===== src/rtl/vga_board_pkg.sv =====
// Shared timing constants, cell encoding and colour masks for the VGA board painter.
package vga_board_pkg;

    localparam int H_VIS = 640;
    localparam int H_FP  = 16;
    localparam int H_SP  = 96;
    localparam int H_BP  = 48;
    localparam int H_TOT = H_VIS + H_FP + H_SP + H_BP;

    localparam int V_VIS = 480;
    localparam int V_FP  = 10;
    localparam int V_SP  = 2;
    localparam int V_BP  = 33;
    localparam int V_TOT = V_VIS + V_FP + V_SP + V_BP;

    typedef enum logic [1:0] {
        EMPTY  = 2'b00,
        MARK_X = 2'b01,
        MARK_O = 2'b10
    } cell_t;

    // {R,G,B} on/off masks, widened to C_W bits per channel at the output.
    localparam logic [2:0] COL_BLACK  = 3'b000;
    localparam logic [2:0] COL_WHITE  = 3'b111;
    localparam logic [2:0] COL_RED    = 3'b100;
    localparam logic [2:0] COL_GREEN  = 3'b010;
    localparam logic [2:0] COL_BLUE   = 3'b001;
    localparam logic [2:0] COL_YELLOW = 3'b110;

endpackage


===== src/rtl/vga_board_painter_btn_debounce.sv =====
// Button conditioner: 2-flop synchroniser, stable-count debouncer, rising-edge pulse.
module btn_debounce #(
    parameter int DB_CYC = 1000000
) (
    input  logic clk,
    input  logic rst_n,
    input  logic btn,
    output logic pulse
);
    localparam int CW = $clog2(DB_CYC + 1);

    logic [1:0]    sync_q, sync_d;
    logic          db_q, db_d;
    logic          pulse_q, pulse_d;
    logic [CW-1:0] cnt_q, cnt_d;

    always_comb begin
        sync_d  = {sync_q[0], btn};
        db_d    = db_q;
        cnt_d   = '0;
        pulse_d = 1'b0;
        // Any cycle back at the settled level restarts the count.
        if (sync_q[1] != db_q) begin
            if (cnt_q == CW'(DB_CYC - 1)) begin
                db_d    = sync_q[1];
                pulse_d = sync_q[1];
            end else begin
                cnt_d = cnt_q + 1'b1;
            end
        end
    end

    always_ff @(posedge clk) begin
        if (!rst_n) begin
            sync_q  <= '0;
            db_q    <= 1'b0;
            pulse_q <= 1'b0;
            cnt_q   <= '0;
        end else begin
            sync_q  <= sync_d;
            db_q    <= db_d;
            pulse_q <= pulse_d;
            cnt_q   <= cnt_d;
        end
    end

    assign pulse = pulse_q;

endmodule


===== src/rtl/vga_board_painter.sv =====
// 640x480@60 board-game painter: cursor/placement control plus grid rendering.
// Optional VGA_BOARD_WIN_DETECT_EN adds a line scanner, win/draw latch and game_over.
module vga_board_painter
    import vga_board_pkg::*;
#(
    parameter int C_W      = 1,
    parameter int GRID_N   = 3,
    parameter int CELL_PX  = 120,
    parameter int BOARD_X0 = 140,
    parameter int BOARD_Y0 = 60,
    parameter int LINE_PX  = 4,
    parameter int DB_CYC   = 1000000
) (
    input  logic                              clk_100MHz,
    input  logic                              rst_n,
    input  logic                              left,
    input  logic                              right,
    input  logic                              place,
    output logic                              hsync,
    output logic                              vsync,
    output logic [3*C_W-1:0]                  rgb,
    output logic                              video_on,
    output logic [9:0]                        pixel_x,
    output logic [9:0]                        pixel_y,
    output logic [$clog2(GRID_N*GRID_N)-1:0]  cursor_idx,
    output logic                              turn
`ifdef VGA_BOARD_WIN_DETECT_EN
    ,
    output logic                              game_over
`endif
);
    localparam int NCELL   = GRID_N * GRID_N;
    localparam int IDX_W   = $clog2(NCELL);
    localparam int BOARD_W = GRID_N * CELL_PX;
    localparam int INSET   = 16;
    localparam logic [IDX_W-1:0] LAST = IDX_W'(NCELL - 1);

    logic left_p, right_p, place_p;

    btn_debounce #(.DB_CYC(DB_CYC)) u_db_left  (.clk(clk_100MHz), .rst_n(rst_n), .btn(left),  .pulse(left_p));
    btn_debounce #(.DB_CYC(DB_CYC)) u_db_right (.clk(clk_100MHz), .rst_n(rst_n), .btn(right), .pulse(right_p));
    btn_debounce #(.DB_CYC(DB_CYC)) u_db_place (.clk(clk_100MHz), .rst_n(rst_n), .btn(place), .pulse(place_p));

    logic [1:0]             div_q, div_d;
    logic [9:0]             h_q, h_d, v_q, v_d;
    logic                   hsync_q, hsync_d, vsync_q, vsync_d, video_on_q, video_on_d;
    logic [3*C_W-1:0]       rgb_q, rgb_d;
    logic [9:0]             pixel_x_q, pixel_x_d, pixel_y_q, pixel_y_d;
    logic [NCELL-1:0][1:0]  board_q, board_d;
    logic [IDX_W-1:0]       cursor_q, cursor_d;
    logic                   turn_q, turn_d;

    logic       tick, vis, hs_on, vs_on, place_ok, frozen;
    logic       win_on, draw_on;
    logic [1:0] win_mark;

    assign tick     = (div_q == 2'd3);
    assign vis      = (h_q < 10'(H_VIS)) && (v_q < 10'(V_VIS));
    assign hs_on    = (h_q >= 10'(H_VIS + H_FP)) && (h_q < 10'(H_VIS + H_FP + H_SP));
    assign vs_on    = (v_q >= 10'(V_VIS + V_FP)) && (v_q < 10'(V_VIS + V_FP + V_SP));
    assign place_ok = place_p && !frozen && (board_q[cursor_q] == EMPTY);

    // Placement uses the pre-move cursor; opposing moves cancel.
    always_comb begin
        board_d  = board_q;
        turn_d   = turn_q;
        cursor_d = cursor_q;
        if (place_ok) begin
            board_d[cursor_q] = turn_q ? MARK_O : MARK_X;
            turn_d            = ~turn_q;
        end
        if (right_p && !left_p)
            cursor_d = (cursor_q == LAST) ? '0 : cursor_q + 1'b1;
        else if (left_p && !right_p)
            cursor_d = (cursor_q == '0) ? LAST : cursor_q - 1'b1;
    end

    int         bx, by, ox, oy, col, row;
    logic [1:0] pix_cell;
    logic       on_board, on_line, on_mark, on_cursor;
    logic [2:0] mask;

    // Cell lookup by comparing against multiples of CELL_PX, no divider.
    always_comb begin
        bx  = int'(h_q) - BOARD_X0;
        by  = int'(v_q) - BOARD_Y0;
        col = 0;
        row = 0;
        ox  = bx;
        oy  = by;
        for (int k = 1; k < GRID_N; k++) begin
            if (bx >= k * CELL_PX) begin
                col = k;
                ox  = bx - k * CELL_PX;
            end
            if (by >= k * CELL_PX) begin
                row = k;
                oy  = by - k * CELL_PX;
            end
        end
        pix_cell = EMPTY;
        for (int i = 0; i < NCELL; i++)
            if (i == row * GRID_N + col) pix_cell = board_q[i];
        on_board  = (bx >= 0) && (bx < BOARD_W) && (by >= 0) && (by < BOARD_W);
        on_line   = (ox < LINE_PX) || (oy < LINE_PX) ||
                    (bx >= BOARD_W - LINE_PX) || (by >= BOARD_W - LINE_PX);
        on_mark   = (ox >= INSET) && (ox < CELL_PX - INSET) &&
                    (oy >= INSET) && (oy < CELL_PX - INSET);
        on_cursor = (int'(cursor_q) == row * GRID_N + col);
        mask      = COL_BLACK;
        if (vis && on_board) begin
            if (on_line) begin
                mask = draw_on ? COL_YELLOW : COL_WHITE;
            end else begin
                if (on_mark && pix_cell == MARK_X)      mask = COL_RED;
                else if (on_mark && pix_cell == MARK_O) mask = COL_BLUE;
                else if (on_cursor)                     mask = COL_GREEN;
                if (win_on && pix_cell == win_mark)     mask = ~mask;
            end
        end
    end

    always_comb begin
        div_d      = div_q + 1'b1;
        h_d        = h_q;
        v_d        = v_q;
        hsync_d    = hsync_q;
        vsync_d    = vsync_q;
        video_on_d = video_on_q;
        rgb_d      = rgb_q;
        pixel_x_d  = pixel_x_q;
        pixel_y_d  = pixel_y_q;
        if (tick) begin
            if (h_q == 10'(H_TOT - 1)) begin
                h_d = '0;
                v_d = (v_q == 10'(V_TOT - 1)) ? '0 : v_q + 10'd1;
            end else begin
                h_d = h_q + 10'd1;
            end
            hsync_d    = ~hs_on;
            vsync_d    = ~vs_on;
            video_on_d = vis;
            pixel_x_d  = h_q;
            pixel_y_d  = v_q;
            rgb_d      = {{C_W{mask[2]}}, {C_W{mask[1]}}, {C_W{mask[0]}}};
        end
    end

`ifdef VGA_BOARD_WIN_DETECT_EN
    localparam int N_LINES = 2 * GRID_N + 2;
    localparam int LN_W    = $clog2(N_LINES);

    logic            scan_q, scan_d, win_q, win_d, draw_q, draw_d;
    logic [LN_W-1:0] line_q, line_d;
    logic [1:0]      winner_q, winner_d, line_mark;
    logic            line_full, board_full;

    // Lines are ordered rows, columns, main diagonal, anti-diagonal.
    function automatic int line_cell(input int l, input int j);
        if (l < GRID_N)          return l * GRID_N + j;
        else if (l < 2 * GRID_N) return j * GRID_N + (l - GRID_N);
        else if (l == 2 * GRID_N) return j * GRID_N + j;
        else                     return j * GRID_N + (GRID_N - 1 - j);
    endfunction

    always_comb begin
        line_mark  = EMPTY;
        line_full  = 1'b1;
        board_full = 1'b1;
        for (int i = 0; i < NCELL; i++) begin
            if (i == line_cell(int'(line_q), 0)) line_mark = board_q[i];
            if (board_q[i] == EMPTY) board_full = 1'b0;
        end
        for (int j = 0; j < GRID_N; j++)
            for (int i = 0; i < NCELL; i++)
                if (i == line_cell(int'(line_q), j) && board_q[i] != line_mark) line_full = 1'b0;
        if (line_mark == EMPTY) line_full = 1'b0;

        scan_d   = scan_q;
        line_d   = line_q;
        win_d    = win_q;
        draw_d   = draw_q;
        winner_d = winner_q;
        if (place_ok) begin
            scan_d = 1'b1;
            line_d = '0;
        end else if (scan_q) begin
            if (line_full) begin
                win_d    = 1'b1;
                winner_d = line_mark;
                scan_d   = 1'b0;
            end else if (line_q == LN_W'(N_LINES - 1)) begin
                scan_d = 1'b0;
                draw_d = board_full;
            end else begin
                line_d = line_q + 1'b1;
            end
        end
    end

    always_ff @(posedge clk_100MHz) begin
        if (!rst_n) begin
            scan_q   <= 1'b0;
            line_q   <= '0;
            win_q    <= 1'b0;
            draw_q   <= 1'b0;
            winner_q <= EMPTY;
        end else begin
            scan_q   <= scan_d;
            line_q   <= line_d;
            win_q    <= win_d;
            draw_q   <= draw_d;
            winner_q <= winner_d;
        end
    end

    assign frozen    = win_q | draw_q;
    assign win_on    = win_q;
    assign draw_on   = draw_q;
    assign win_mark  = winner_q;
    assign game_over = win_q | draw_q;
`else
    assign frozen   = 1'b0;
    assign win_on   = 1'b0;
    assign draw_on  = 1'b0;
    assign win_mark = EMPTY;
`endif

    always_ff @(posedge clk_100MHz) begin
        if (!rst_n) begin
            div_q      <= '0;
            h_q        <= '0;
            v_q        <= '0;
            hsync_q    <= 1'b1;
            vsync_q    <= 1'b1;
            video_on_q <= 1'b0;
            rgb_q      <= '0;
            pixel_x_q  <= '0;
            pixel_y_q  <= '0;
            board_q    <= '0;
            cursor_q   <= '0;
            turn_q     <= 1'b0;
        end else begin
            div_q      <= div_d;
            h_q        <= h_d;
            v_q        <= v_d;
            hsync_q    <= hsync_d;
            vsync_q    <= vsync_d;
            video_on_q <= video_on_d;
            rgb_q      <= rgb_d;
            pixel_x_q  <= pixel_x_d;
            pixel_y_q  <= pixel_y_d;
            board_q    <= board_d;
            cursor_q   <= cursor_d;
            turn_q     <= turn_d;
        end
    end

    assign hsync      = hsync_q;
    assign vsync      = vsync_q;
    assign rgb        = rgb_q;
    assign video_on   = video_on_q;
    assign pixel_x    = pixel_x_q;
    assign pixel_y    = pixel_y_q;
    assign cursor_idx = cursor_q;
    assign turn       = turn_q;

endmodule

===== config.mk =====
export PLATFORM = sky130hd
export DESIGN_NAME = vga_board_painter
export DESIGN_NICKNAME = d
export VERILOG_FILES = /design/src/rtl/vga_board_pkg.sv /design/src/rtl/vga_board_painter_btn_debounce.sv /design/src/rtl/vga_board_painter.sv
export SDC_FILE = /design/constraint.sdc
export NUM_CORES = 1
export LEC_CHECK = 0
export ABC_CLOCK_PERIOD_IN_PS = 12900
export CAP_MARGIN = 20
export CORE_ASPECT_RATIO = 1.1
export CORE_MARGIN = 2
export CORE_UTILIZATION = 50
export CTS_CLUSTER_SIZE = 10
export DETAILED_ROUTE_END_ITERATION = 10
export PLACE_DENSITY = 0.68
export SLEW_MARGIN = 15
export SYNTH_ARGS = -nofsm -noshare
export SYNTH_HDL_FRONTEND = slang
export SYNTH_SLANG_ARGS = --single-unit

===== constraint.sdc =====
create_clock -name clk_100MHz -period 12.9 [get_ports clk_100MHz]
set_input_delay 3.225 -clock clk_100MHz [delete_from_list [all_inputs] [get_ports clk_100MHz]]
set_output_delay 3.225 -clock clk_100MHz [all_outputs]
set_load 0.1 [all_outputs]

# After elaboration in Yosys (flattened, before gate mapping)
# Index checks and enable logic that the tools add are counted.
[word_totals]
ff_bits = 143
out_inout_bits = 31
wordCells = 169
[op_classes]
add_sub_neg = 15
mul = 1
magnitude_cmp = 24
eq_ne = 21
muxes = 34
bitwise_logic = 7
n_reduce_logical = 35
[op_table]
columns = ["cell", "count"]
rows = [
  ["two-way mux 32 bit", 6],
  ["== test 4 x 32 -> 1 bit, first input constant", 4],
  ["== test 3 x 32 -> 1 bit, first input constant", 2],
  ["greater-or-equal comparator 32 x 6 -> 1 bit, second input constant", 2],
  ["less-than comparator 32 x 4 -> 1 bit, second input constant", 2],
  ["less-than comparator 32 x 8 -> 1 bit, second input constant", 2],
  ["adder 20 x 1 -> 20 bit, second input constant", 3],
  ["== test 20 bit, second input constant", 3],
  ["adder 32 bit", 1],
  ["== test 2 x 32 -> 1 bit, first input constant", 1],
  ["== test 5 x 32 -> 1 bit", 1],
  ["== test 5 x 32 -> 1 bit, first input constant", 1],
  ["logical NOT 32 bit", 1],
  ["multiplier 32 x 3 -> 32 bit, second input constant", 1],
  ["two-way mux 2 bit", 14],
  ["subtractor 11 x 8 -> 12 bit, second input constant", 2],
  ["subtractor 11 x 9 -> 12 bit, second input constant", 2],
  ["greater-or-equal comparator 11 x 1 -> 1 bit, second input constant", 2],
  ["greater-or-equal comparator 11 x 10 -> 1 bit, second input constant", 2],
  ["greater-or-equal comparator 11 x 8 -> 1 bit, second input constant", 2],
  ["greater-or-equal comparator 11 x 9 -> 1 bit, second input constant", 2],
  ["less-than comparator 11 x 10 -> 1 bit, second input constant", 2],
  ["adder 10 x 1 -> 10 bit, second input constant", 2],
  ["== test 10 bit, second input constant", 2],
  ["other kinds (32)", 75],
]

# Longest topological paths before layout
[logic_depth]
word_depth = 22
ltp_mapped = 20
ltp_nobuf = 19

# Cells and area by module
# From an unflattened synthesis, not the netlist that was laid out.
[hier_totals]
hier_cells = 1021
area_unflattened_um2 = 8685.8
[modules_own_cells]
columns = ["module", "instances", "cells_per_inst", "area_per_inst_um2"]
rows = [
  ["vga_board_painter", 1, 655, 5352.6],
  ["btn_debounce", 3, 122, 1111.1],
]

# Worst setup path after synthesis
# OpenSTA, ideal clock, no wires.
[synth_timing]
path_type = "register -> register"
startpoint = "register h_q[2]"
endpoint = "register rgb_q[1] (netlist: rgb[1])"
setup_time_ns = 0.122
t_arrival_ns = 4.414
t_required_ns = 12.778
slack_ns = 8.363
stages_incl_launch_ff = 20
path_buffers = 2
synth_period_minus_slack_ns = 4.537
cell_sequence = "dfxtp_1 > ha_1 > buf_2 > xnor2_1 > ha_1 > or4b_1 > nand2_1 > nor3_2 > and2_1 > ha_1 > clkbuf_1 > mux4_2 > nand2_1 > o31ai_1 > mux2i_1 > mux2_2 > o2bb2ai_1 > o21a_1 > o211ai_1 > a221o_1"
[synth_via]
elab_chain_cells = 21
word_cells_on_any_way = 56
cone_classes = "4 x add/sub; 9 x order compare; 11 x eq/ne; 18 x mux; 14 x reduce/logical"
[synth_lines]
columns = ["item", "line", "text"]
rows = [
  ["from (decl)", "vga_board_painter.sv:45", "logic [9:0] h_q, h_d, v_q, v_d;"],
  ["from (signal assigned)", "vga_board_painter.sv:232", "h_q <= '0;"],
  ["from (signal assigned)", "vga_board_painter.sv:245", "h_q <= h_d;"],
  ["subtractor 10 x 8 -> 11 bit", "vga_board_painter.sv:85", "bx = int'(h_q) - BOARD_X0;"],
  ["greater-or-equal comparator 11 x 8 -> 1 bit", "vga_board_painter.sv:92", "if (bx >= k * CELL_PX) begin"],
  ["two-way mux 1 bit", "vga_board_painter.sv:92", ""],
  ["two-way mux 32 bit", "vga_board_painter.sv:92", ""],
  ["adder 32 bit", "vga_board_painter.sv:103, vga_board_painter.sv:109", ""],
  ["logical NOT 32 bit", "vga_board_painter.sv:103", "if (i == row * GRID_N + col) pix_cell = board_q[i];"],
  ["two-way mux 2 bit (9 in a row)", "vga_board_painter.sv:103", ""],
  ["== test 2 bit", "vga_board_painter.sv:116", "else if (on_mark && pix_cell == MARK_O) mask = COL_BLUE;"],
  ["logical AND 1 bit", "vga_board_painter.sv:116", ""],
  ["two-way mux 2 bit", "vga_board_painter.sv:116", ""],
  ["two-way mux 3 bit", "vga_board_painter.sv:115", "if (on_mark && pix_cell == MARK_X) mask = COL_RED;"],
  ["two-way mux 3 bit", "vga_board_painter.sv:112", "if (on_line) begin"],
  ["two-way mux 3 bit (*)", "vga_board_painter.sv:111", "if (vis && on_board) begin"],
  ["to (signal assigned)", "vga_board_painter.sv:250", "rgb_q <= rgb_d;"],
  ["to (decl)", "vga_board_painter.sv:47", "logic [3*C_W-1:0] rgb_q, rgb_d;"],
]
# Every way passes the cells marked *; elsewhere a longest branch is shown, timed or not.
# A chain may end at the register's enable or synchronous reset.

# Worst setup path after layout
[layout_timing]
startpoint = "register cursor_q[2] (netlist: cursor_idx[2])"
endpoint = "output cursor_idx[2]"
[layout_lines]
columns = ["item", "line", "text"]
rows = [
  ["from (decl)", "vga_board_painter.sv:50", "logic [IDX_W-1:0] cursor_q, cursor_d;"],
  ["from (signal assigned)", "vga_board_painter.sv:254", "cursor_q <= cursor_d;"],
  ["to (decl)", "vga_board_painter.sv:25", "output logic [$clog2(GRID_N*GRID_N)-1:0] cursor_idx,"],
]
# No word-level cell between the ends.

==> reports/metrics.csv <==
stage;metric;value;unit
run_status;outcome;finished clean;
logic_synthesis;area leader, netlist;dfxtp_1;
power;peak supply drop;94.4;uV
logic_synthesis;Synth Warn #;0;
layout;FF+latch area;2860;um^2
min_path;Hold Crit Class;reg2reg;
timing;max_slew headroom;31.1;%
setup_path;Req. time, crit path;9.68;ns
clocking;clock transition at the registers of the reported paths;0.06;ns
routing;Vias/cell;5.65;
setup_path;endpoint type of the worst setup path;output pin;
timing;Final Cycle Share;43.4;%
placement;hpwl dp;12900;um
routing;DR pass1 iterations;5;
setup_path;nature of the critical path startpoint;flip-flop;
timing;minimum hold slack;0.433;ns
clocking;cts bufs inserted;17;
logic_synthesis;Synth Flop Type;dfxtp_1;
logic_synthesis;FF+latch count, synth;143;
routing;routed wl met2;8450;um
timing;Setup Viol. Count Final;0;
layout;most common cell after layout, fill and taps aside;nor2_1;
logic_synthesis;Seq/Total Area, Yosys;35.0;%
clocking;Max Root-Sink Buffers;2;
routing;wire length on met1;8630;um
routing;DR WL met3;745;um
placement;GP Congestion;0.930;
logic_synthesis;post-synth cell types;73;
layout;synthesis-to-finish area growth;12.7;%
layout;area of the multi-input gates;4970;um^2
flow_run;# Max-Cap Violations;0;
layout;layout cells sized above 1;5.43;%
global_route;grt total ovfl;0;
setup_path;CP arrival;2.37;ns
setup_path;Max stage delay cell, worst path;clkdlybuf4s50_1;
layout;ant diodes;0;
logic_synthesis;EDFF count, synth;0;
routing;drt drc;0;
clocking;Post-CTS Resized;0;
timing;Max Clk Rate;0.179;GHz
timing;Final Hold Fails;0;
logic_synthesis;syn_nets;1013;
setup_path;CP cell instances;clkdlybuf4s50_1;
global_route;vias in the first global route;6410;
layout;nets;1022;
routing;Initial DRC Count;418;
floorplanning;die area;17400;um^2
global_route;Total Routing Usage GR;20.8;%
setup_path;CP top delay family;buffers and inverters;
clocking;# hold bufs at CTS;0;
routing;DR WL/cell;15.1;um
layout;highest-count cells in the layout ignoring fill and taps;nor2_1 (156), dfxtp_1 (143), nand2_1 (54);
layout;fill count;1516;
routing;max layer used;met4;
setup_path;Bufs and invs on worst path;1;
clocking;Clk Latency, worst-skew pair;0.42;ns
floorplanning;Ports;36;
floorplanning;DIE WIDTH;126;um
floorplanning;Initial Utilization;50.6;%
routing;total wire length;18100;um
routing;ANT nets after route;0;
power;pwr dens;104;nW/um^2
floorplanning;core area;16200;um^2
placement;IO Port Bufs;35;
clocking;H-tree levels;4;
floorplanning;row count;49;
setup_path;Setup Crit Path Kind;reg2out;
power;leak pwr;3.23;nW
logic_synthesis;async set-reset flop share out of synthesis;0;%
clocking;clock sink count;143;
setup_path;max incr delay on CP;1.25;ns
timing;Slew Limit Fails;0;
logic_synthesis;Avg Synthesized Cell Area;8.41;um^2
timing;Final Skew;0.0104;ns
timing;worst-margin pin slew;1.03;ns
clocking;CTS root buf;clkbuf_16;
logic_synthesis;Syn Inst Count;974;
global_route;initial antenna violation count;0;
clocking;Post-CTS Setup Repair Bufs;0;
floorplanning;Die Height;138;um
logic_synthesis;ranking of synthesized cells by area;dfxtp_1 (35%), nor2_1 (7.2%), xnor2_1 (5.7%), mux2i_1 (5.4%), xor2_1 (5.3%);
clocking;CTS tree;yes;
timing;RSZ-0062 raised after global routing;false;
setup_path;worst-path fanout max;17;
timing;Setup Total Neg Slack;0;ns
global_route;pin count of the biggest net entering global routing;39;
routing;via count;6776;
logic_synthesis;post-synth top area share;35.0;%
logic_synthesis;mapped cell area;8190;um^2
timing;Tmin final;5.60;ns
global_route;first-pass GRT wire length;30400;um
==> layout make-up <==
type,instances,share of cell area (%)
clock inverter,10,1.48
sequential,143,31.0
inverter,38,1.55
multi-input combinational,744,53.9
tap,204,2.77
timing repair buffer,39,4.12
clock buffer,21,5.10
==> worst register-to-register path, stage by stage (launching register included) <==
cell and delay [ns]:
dfxtp_1 0.62, ha_1 0.47, xnor2_1 0.27, ha_1 0.31, or4b_1 0.18, nand2_1 0.11
o31ai_2 0.49, inv_1 0.21, ha_1 0.34, ha_1 0.51, mux4_2 0.28, nand2_1 0.05
o31ai_1 0.09, mux2i_1 0.10, mux2_2 0.28, o2bb2ai_1 0.14, nor3_1 0.22, o211ai_1 0.12
a221o_1 0.31
==> synthesized netlist by cell type, types with 4 or more instances <==
master      n
a211oi_1   12
a21boi_0    5
a21oi_1    26
a221o_1     4
a31oi_1     4
and2_1     17
and3_1     28
buf_1       5
buf_2       5
clkbuf_1   35
dfxtp_1   143
ha_1       34
inv_1      38
mux2_2      4
mux2i_1    44
nand2_1    54
nand2b_1    4
nand3_1    44
nand3b_1    5
nand4_1    24
nand4b_1    4
nor2_1    156
nor2b_1    19
nor3_1     21
nor4_1     10
nor4b_1     5
o211ai_1   10
o21a_1      5
o21ai_0    25
o22ai_1     5
or3_1       6
or4b_1      4
xnor2_1    53
xor2_1     50
==> cell families (layout without fill, tap and decap cells) <==
group           count (synthesis)  count (layout)  share of synthesized area [%]
compound gates                136             136                           11.9
mux                            50              50                           6.48
fa+ha+maj                      34              34                           5.20
simple gates                  420             420                           26.0
xor+xnor                      104             104                           11.2
flops                         143             143                           35.0
buf+inv                        87             108                           4.29
==> power by group <==
group / total (mW) / switching [mW] / internal, mW / leakage (nW)
Sequential: 0.446 / 0.00171 / 0.444 / 1.15
Clock: 0.499 / 0.182 / 0.317 / 0.291
Combinational: 0.0170 / 0.0111 / 0.00589 / 1.79
Total: 0.962 / 0.195 / 0.767 / 3.23
==> state kept, by name (all words and copies together), names as in the netlist, 2 cells and up <==
signal             cells
u_db_place.cnt_q      20
pixel_y               10
v_q                   10
h_q                   10
pixel_x               10
u_db_right.sync_q      2
board_q               18
rgb                    3
u_db_place.sync_q      2
u_db_left.cnt_q       20
cursor_idx             4
div_q                  2
u_db_left.sync_q       2
u_db_right.cnt_q      20
==> path summary, 6_finish.rpt <==
check	slack (ns)	from	cells past startpoint	end
setup / recovery	7.30	cursor_idx[2]	1	cursor_idx[2]
hold reg to reg	0.43	u_db_place.sync_q[0]	1	u_db_place.sync_q[1]
setup reg to reg	7.71	h_q[2]	18	rgb[1]
hold / removal	0.43	u_db_place.sync_q[0]	1	u_db_place.sync_q[1]
==> metal layers <==
layer  vias to the layer above  GRT usage (%)
met1                      3183           28.4
met4                         0           7.52
met3                        19           3.56
met2                       153           33.1
li1                       3421              -
met5                         -              0
==> stage by stage <==
step	instances	worst slack [ns]	cell area (um^2)	utilization, %	total power [mW]
after CTS	1199	7.29	9220	57.0	0.974
after floorplan	974	8.36	8190	-	0.467
after global placement	1168	7.59	8620	53.2	0.472
after global routing	1199	7.24	9220	57.0	0.990
final	1199	7.30	9220	57.0	0.962
after detailed placement	1168	7.53	8620	53.2	0.472
(Power assumes the default switching activity.)
